--- src/rtl/ce_pkg.sv ---
// Shared types and width helpers for the CE frame scheduler.
package ce_pkg;

    typedef enum logic [1:0] {
        IDLE  = 2'd0,
        RUN   = 2'd1,
        DRAIN = 2'd2,
        FIN   = 2'd3
    } state_t;

    function automatic int clog2_min1(input int v);
        return (v <= 2) ? 1 : $clog2(v);
    endfunction

    function automatic int x_width(input int out_w);
        return clog2_min1(out_w);
    endfunction

    function automatic int y_width(input int out_h);
        return clog2_min1(out_h);
    endfunction

    function automatic int addr_width(input int out_w, input int out_h);
        return clog2_min1(out_w * out_h);
    endfunction

    function automatic int cred_width(input int cred);
        return clog2_min1(cred + 1);
    endfunction

endpackage

--- src/rtl/ce_credit_cnt.sv ---
// Saturating up/down counter with a zero flag; used for both the credit
// pool and the count of results still in flight inside the CE.
module ce_credit_cnt
    import ce_pkg::*;
#(
    parameter int W       = 3,
    parameter int MAX     = 4,
    parameter int RST_VAL = 4
)(
    input  logic clk,
    input  logic rst,
    input  logic clr,
    input  logic inc,
    input  logic dec,
    output logic zero
);

    logic [W-1:0] count;

    // Simultaneous inc and dec cancel; each direction holds at its limit.
    always_ff @(posedge clk or posedge rst) begin
        if (rst) begin
            count <= W'(RST_VAL);
        end else if (clr) begin
            count <= W'(RST_VAL);
        end else if (inc && !dec) begin
            if (count != W'(MAX))
                count <= count + W'(1);
        end else if (dec && !inc) begin
            if (count != '0)
                count <= count - W'(1);
        end
    end

    assign zero = (count == '0);

endmodule

--- src/rtl/ce_sched.sv ---
// Frame scheduler: walks output positions in raster order, issues one window
// per position to the CE under credit control and tags CE results with addresses.
module ce_sched
    import ce_pkg::*;
#(
    parameter  int OUT_W = 28,
    parameter  int OUT_H = 28,
    parameter  int CRED  = 4,
    localparam int XW    = x_width(OUT_W),
    localparam int YW    = y_width(OUT_H),
    localparam int AW    = addr_width(OUT_W, OUT_H),
    localparam int CW    = cred_width(CRED)
)(
    input  logic          clk,
    input  logic          rst,
    input  logic          start,
    input  logic          abort,
    output logic          busy,
    output logic          done,
    input  logic          win_vld,
    output logic          win_pop,
    output logic [XW-1:0] win_x,
    output logic [YW-1:0] win_y,
    output logic          ce_en_in,
    input  logic          ce_en_out,
    output logic          res_we,
    output logic [AW-1:0] res_addr,
    input  logic          cred_ret,
    output logic          err
);

    localparam logic [XW-1:0] X_LAST    = XW'(OUT_W - 1);
    localparam logic [YW-1:0] Y_LAST    = YW'(OUT_H - 1);
    localparam logic [AW-1:0] ADDR_LAST = AW'(OUT_W * OUT_H - 1);

    state_t state, next_state;
    logic   issue;
    logic   frame_clr;
    logic   cred_zero;
    logic   outs_zero;
    logic   last_pos;

    assign last_pos = (win_x == X_LAST) && (win_y == Y_LAST);
    assign res_we   = ce_en_out && (state == RUN || state == DRAIN) && !outs_zero;
    assign win_pop  = issue;
    assign ce_en_in = issue;

    always_ff @(posedge clk or posedge rst) begin
        if (rst)
            state <= IDLE;
        else
            state <= next_state;
    end

    always_comb begin
        next_state = state;
        busy       = 1'b0;
        done       = 1'b0;
        issue      = 1'b0;
        frame_clr  = 1'b0;
        case (state)
            IDLE: begin
                if (start) begin
                    next_state = RUN;
                    frame_clr  = 1'b1;
                end
            end
            RUN: begin
                busy  = 1'b1;
                issue = win_vld && !cred_zero;
                if (abort) begin
                    next_state = IDLE;
                    frame_clr  = 1'b1;
                end else if (issue && last_pos) begin
                    next_state = DRAIN;
                end
            end
            DRAIN: begin
                busy = 1'b1;
                if (abort) begin
                    next_state = IDLE;
                    frame_clr  = 1'b1;
                end else if (res_we && res_addr == ADDR_LAST) begin
                    next_state = FIN;
                end
            end
            FIN: begin
                done       = 1'b1;
                next_state = IDLE;
            end
            default: next_state = IDLE;
        endcase
    end

    // Raster walk; the final issue wraps both coordinates back to the origin.
    always_ff @(posedge clk or posedge rst) begin
        if (rst) begin
            win_x <= '0;
            win_y <= '0;
        end else if (frame_clr) begin
            win_x <= '0;
            win_y <= '0;
        end else if (issue) begin
            if (win_x == X_LAST) begin
                win_x <= '0;
                win_y <= (win_y == Y_LAST) ? '0 : win_y + YW'(1);
            end else begin
                win_x <= win_x + XW'(1);
            end
        end
    end

    always_ff @(posedge clk or posedge rst) begin
        if (rst)
            res_addr <= '0;
        else if (frame_clr)
            res_addr <= '0;
        else if (res_we)
            res_addr <= res_addr + AW'(1);
    end

    always_ff @(posedge clk or posedge rst) begin
        if (rst)
            err <= 1'b0;
        else if (ce_en_out && !res_we)
            err <= 1'b1;
    end

    // Credits belong to the result buffer, so a new frame never refills them.
    ce_credit_cnt #(
        .W       (CW),
        .MAX     (CRED),
        .RST_VAL (CRED)
    ) u_credit (
        .clk  (clk),
        .rst  (rst),
        .clr  (1'b0),
        .inc  (cred_ret),
        .dec  (issue),
        .zero (cred_zero)
    );

    ce_credit_cnt #(
        .W       (CW),
        .MAX     ((1 << CW) - 1),
        .RST_VAL (0)
    ) u_outstanding (
        .clk  (clk),
        .rst  (rst),
        .clr  (frame_clr),
        .inc  (issue),
        .dec  (ce_en_out),
        .zero (outs_zero)
    );

endmodule

--- config.mk ---
export PLATFORM = sky130hd
export DESIGN_NAME = ce_sched
export DESIGN_NICKNAME = d
export VERILOG_FILES = /design/src/rtl/ce_pkg.sv /design/src/rtl/ce_credit_cnt.sv /design/src/rtl/ce_sched.sv
export SDC_FILE = /design/constraint.sdc
export NUM_CORES = 1
export LEC_CHECK = 0
export CAP_MARGIN = 20
export CORE_MARGIN = 4
export CORE_UTILIZATION = 30
export CTS_BUF_LIST = sky130_fd_sc_hd__clkbuf_8 sky130_fd_sc_hd__clkbuf_16
export DETAILED_ROUTE_END_ITERATION = 10
export PLACE_DENSITY_LB_ADDON = 0.25
export SETUP_SLACK_MARGIN = 0.2
export SLEW_MARGIN = 30
export SYNTH_ARGS = -nofsm -noshare
export SYNTH_HDL_FRONTEND = slang
export SYNTH_SLANG_ARGS = --single-unit
--- constraint.sdc ---
create_clock -name clk -period 7.3 [get_ports clk]
set_clock_uncertainty 0.1 [all_clocks]
set_input_delay 1.095 -clock clk [delete_from_list [all_inputs] [get_ports clk]]
set_output_delay 1.095 -clock clk [all_outputs]
set_load 0.01 [all_outputs]
Word level (Yosys, flattened, before mapping)
Index checks and enable logic that the tools add are counted.

Add/subtract/negate cells: 7. Equality and inequality tests: 13. Mux-type cells: 30. Reductions and logical operators: 35.

Operator list (count): $mux W5 (7); $mux W3 (9); $mux W10 (2); $reduce_bool A3 Y1 (4); $logic_and A1 B1 Y1 (11); $add A10 B1 Y10 const B (1); $add A5 B1 Y5 const B (2); $eq A10 B10 Y1 const B (1); $eq A5 B5 Y1 const B (2); $mux W2 (5); $reduce_bool A2 Y1 (5); $ne A3 B3 Y1 const B (3); $reduce_and A3 Y1 (3); $pmux W2 S4 (1); $add A3 B1 Y3 const B (2); $logic_not A1 Y1 (6); $logic_not A3 Y1 (2); $ne A3 B2 Y1 const B (2); $sub A3 B1 Y3 const B (2); $mux W1 (5); $eq A2 B2 Y1 const B (2); $ne A2 B2 Y1 const B (2); $eq A2 B1 Y1 const B (1); $logic_not A2 Y1 (1); 4 further kinds (4).

Register bits after elaboration: 29. Input bits: 7. Word-level logic and storage cells: 92.

Longest topological paths before layout
Depth after elaboration: 9. Gate-level depth with buffers: 10. Depth with buffers taken out: 10.

Cells and area by module
Synthesis repeated with hierarchy kept, for this count alone.

Cells, all modules: 200. Area total of the unflattened synthesis: 1845.5 um^2.

Modules (own cells, without submodules): ce_sched (instances 1, cells an instance 142, area an instance 1327.5 um^2); ce_credit_cnt at u_outstanding (instances 1, cells an instance 33, area an instance 286.5 um^2); ce_credit_cnt at u_credit (instances 1, cells an instance 25, area an instance 231.5 um^2).

Worst setup path after synthesis
No wires, ideal clock.

Path type: input to output. Start: in win_vld. End: out win_pop. Arrival time: 1.510 ns. Data required time: 6.105 ns. Slack: 4.595 ns. Stages: 3. Cells stage by stage: o311ai_4 > inv_2 > buf_4.

Cells in the longest elaborated chain, start to end: 2.

Ends and longest elaborated chain: from (decl) (RTL line ce_sched.sv:20) `input logic win_vld,`; $logic_and A1 B1 Y1 (RTL line ce_sched.sv:70) `issue = win_vld && !cred_zero;`; $mux W1 (RTL line ce_sched.sv:61) `case (state)`; to (decl) (RTL line ce_sched.sv:21) `output logic win_pop,`.

No other way between the ends.

Worst setup path after layout
Start: in ce_en_out. End: out res_we.

Cells in the longest elaborated chain, start to end: 2.

Ends and longest elaborated chain: from (decl) (RTL line ce_sched.sv:25) `input logic ce_en_out,`; $logic_and A1 B1 Y1 (2 in a row) (RTL line ce_sched.sv:44) `assign res_we = ce_en_out && (state == RUN || state == DRAIN) && !outs_zero;`; to (decl) (RTL line ce_sched.sv:26) `output logic res_we,`.

No other way between the ends.

==> flow_metrics.py <==
metrics = {
    "finish": {
        "drive_gt1_share_pct": 7.59,
        "syn2layout_area_growth_pct": 29.6,
        "multi_input_area_um2": 978,
        "antennaDiodeCount": 0,
        "fill_cells": 588,
        "regArea_um2": 727,
        "design_area_um2": 2350,
        "fin_nets": 253,
    },
    "logic_synthesis": {
        "synth_seq_area_share_pct": 40.1,
        "synthDistinctLibCells": 51,
        "synth_cells": 202,
        "synth_area_um2": 1810,
        "synth_area_per_cell_um2": 8.97,
        "ys_top_cells_by_count": "28 x dfrtp_1, 22 x nor2_1, 16 x inv_1",
        "synth.area.top_cells": "dfrtp_1 39%, ha_1 5.5%, nor2_1 4.6%",
        "yosysTopAreaCellShare_pct": 38.7,
        "synthArstFlopShare_pct": 100,
        "synthAdderAreaFrac_pct": 7.73,
        "synth-xor-area-share_pct": 3.87,
        "synth.most_common_cell": "dfrtp_1",
        "synth_top_family_by_area": "simple AND/OR/NAND/NOR gates",
        "synth.area.mux_share_pct": 1.66,
        "synth_edf_count": 0,
        "synth_warnings": 0,
        "synth_top_flop_cell": "dfrtp_1",
        "synth-simple-area-share_pct": 23.7,
        "synth_compound_area_share_pct": 17.1,
        "synth_seq_cells": 29,
        "yosysTopAreaCell": "dfrtp_1",
        "synth_nets": 219,
    },
    "routing": {
        "via_per_inst": 5.18,
        "vias": 1615,
        "drtIter0Drc": 107,
        "antenna_left": 0,
        "wl_um": 4180,
        "drc": 0,
        "dr.pass1.iters": 4,
        "wl_per_cell_um": 13.4,
    },
    "worst_setup_path": {
        "r2r_cells": 8,
        "end_kind": "output port",
        "worst_ep_arrival_time_ps": 2910,
        "worstPathCellList": "clkdlybuf4s50_1 > o311ai_2 > inv_2 > clkdlybuf4s50_1",
        "cp_slowest_cell": "clkdlybuf4s50_1",
        "crit_path_end": "res_we",
        "startpoint": "ce_en_out",
        "required_ps": 6110,
        "crit_top_cell": "clkdlybuf4s50_1",
        "crit_fanout": 13,
        "reg2reg_slack_ps": 4850,
        "reg2reg_to": "u_outstanding.count[2]",
        "path_class": "in2out",
        "slowest_delay_ps": 760,
        "worstSetupStartpointType": "input pin",
        "crit-reg2reg-launch": "u_credit.count[0]",
    },
    "power_and_ir_drop": {
        "power_density_nw_per_um2": 316,
        "ir_drop_v": 0.000148,
        "p_leak_nw": 0.949,
    },
    "sta": {
        "worst-slew-pin-transition_ps": 620,
        "fmax_ghz": 0.244,
        "hold_viol": 0,
        "tns_ps": 0,
        "period_needed_ps": 4100,
        "slew_headroom_pct": 58.6,
        "rsz0062_at_grt": "no",
        "setup_violations": 0,
        "maxSlewViolCount": 0,
        "period_share_pct": 56.2,
    },
    "die": {
        "die_height_um": 85.7,
        "core_um2": 5890,
        "ios": 33,
        "start_util_pct": 30.8,
        "die_w_um": 85.7,
        "rows": 28,
        "die_area_um2": 7350,
    },
    "cts": {
        "clock_sinks": 29,
        "cts_tree": "done",
        "clockBufferDepth": 2,
        "post_cts_buffers": 0,
        "hold_buffers": 0,
        "clk_latency_ps": 280,
        "h-tree-depth": 2,
        "cts_buffers": 5,
        "path_clk_slew_ps": 60,
        "ctsResizeCount": 0,
        "root_buffer": "clkbuf_8",
    },
    "outcome": {
        "status": "completed",
    },
    "placed_design": {
        "gp_routability_congestion": 0.779,
        "hpwl_um": 2980,
        "portBuffers": 32,
        "place_area_um2": 2200,
    },
    "global_route": {
        "antenna_found_initial": 0,
        "grt.overflow.total": 0,
        "grt_pass1_vias": 1504,
        "grtUsageTotal_pct": 12.3,
        "grt_pass1_wl_um": 7100,
        "grt_max_degree": 30,
    },
    "run": {
        "drv_cap": 0,
    },
    "min_path": {
        "hold_class": "reg2reg",
    },
}
cell families (layout without fill, tap and decap cells):
| family | Yosys count | after routing |
|---|---|---|
| simple gates | 82 | 82 |
| compound gates | 44 | 44 |
| flops | 29 | 29 |
| buf+inv | 26 | 61 |
| fa+ha+maj | 10 | 10 |
| xor+xnor | 8 | 8 |
| mux | 3 | 3 |
flip-flops by register name, indices dropped and copies added, names as in the netlist:
register	count
res_addr	10
win_x	5
win_y	5
u_credit.count	3
u_outstanding.count	3
state	2
err	1
through the flow:
stage                     utilization, %  instances  setup slack (ps)  hold WS, ps  total power [mW]
after floorplan                        -        202              4600          393             0.445
after global placement              37.4        303              3240          349             0.537
after detailed placement            37.4        303              3210          355             0.541
after CTS                           39.7        311              3210          369             0.746
after global routing                39.9        312              3090          413             0.795
final                               39.9        312              3200          367             0.741
where the power goes:
part,switching [mW],internal [mW],total (mW)
clock network,0.0661,0.136,0.202
registers,0.0504,0.192,0.242
logic,0.164,0.134,0.298
total,0.280,0.461,0.741
critical path: cells and delay by family:
kind / cells / cell delay, ps
buffers and inverters: 3 / 1490
AO/OA/AOI/OAI: 1 / 330
layout by cell type, fill, tap and decap left out, types with 2 or more instances in the layout:
cell type / Yosys / routed
mux2i_1: 3 / 3
o21ai_0: 12 / 12
or3_1: 3 / 3
dfrtp_1: 28 / 28
inv_1: 16 / 16
nand4_1: 8 / 8
nor2_1: 22 / 22
a31oi_1: 3 / 3
nand4b_1: 4 / 4
clkbuf_8: 0 / 5
a21oi_1: 11 / 11
inv_2: 2 / 2
nor3_1: 11 / 11
nand2b_1: 3 / 3
nand3_1: 6 / 6
bufinv_16: 0 / 2
fa_1: 2 / 2
clkdlybuf4s50_1: 0 / 32
xnor2_1: 6 / 6
nand2_1: 13 / 13
ha_1: 8 / 8
xor2_1: 2 / 2
buf_4: 1 / 2
nor4_1: 3 / 3
layer usage:
layer | GRT usage, % | up-vias | routed length [um]
met1 | 16.4 | 763 | 1950
li1 | - | 796 | -
met2 | 18.4 | 48 | 1860
met4 | 5.61 | 0 | 92
met3 | 3.36 | 8 | 278
met5 | 0 | - | 0
final cells by class:
cell class              instances  share of cell area [%]
multi-input cells             147                    41.7
flip-flops and latches         29                    31.0
repair buffers                 35                    14.8
well taps                      75                    4.00
clock buffers                   5                    2.93
inverters                      18                    2.88
clock inverters                 3                    2.77
worst min path at each step:
stage / startpoint / endpoint / slack (ps) / cells after the start
detailed placement: err / err / 350 / 1
global route: err / err / 410 / 1
CTS: err / err / 370 / 1
floorplan: err / err / 390 / 1
finish: err / err / 370 / 1
global placement: err / err / 350 / 1
Power figures use the tool's default switching activity.
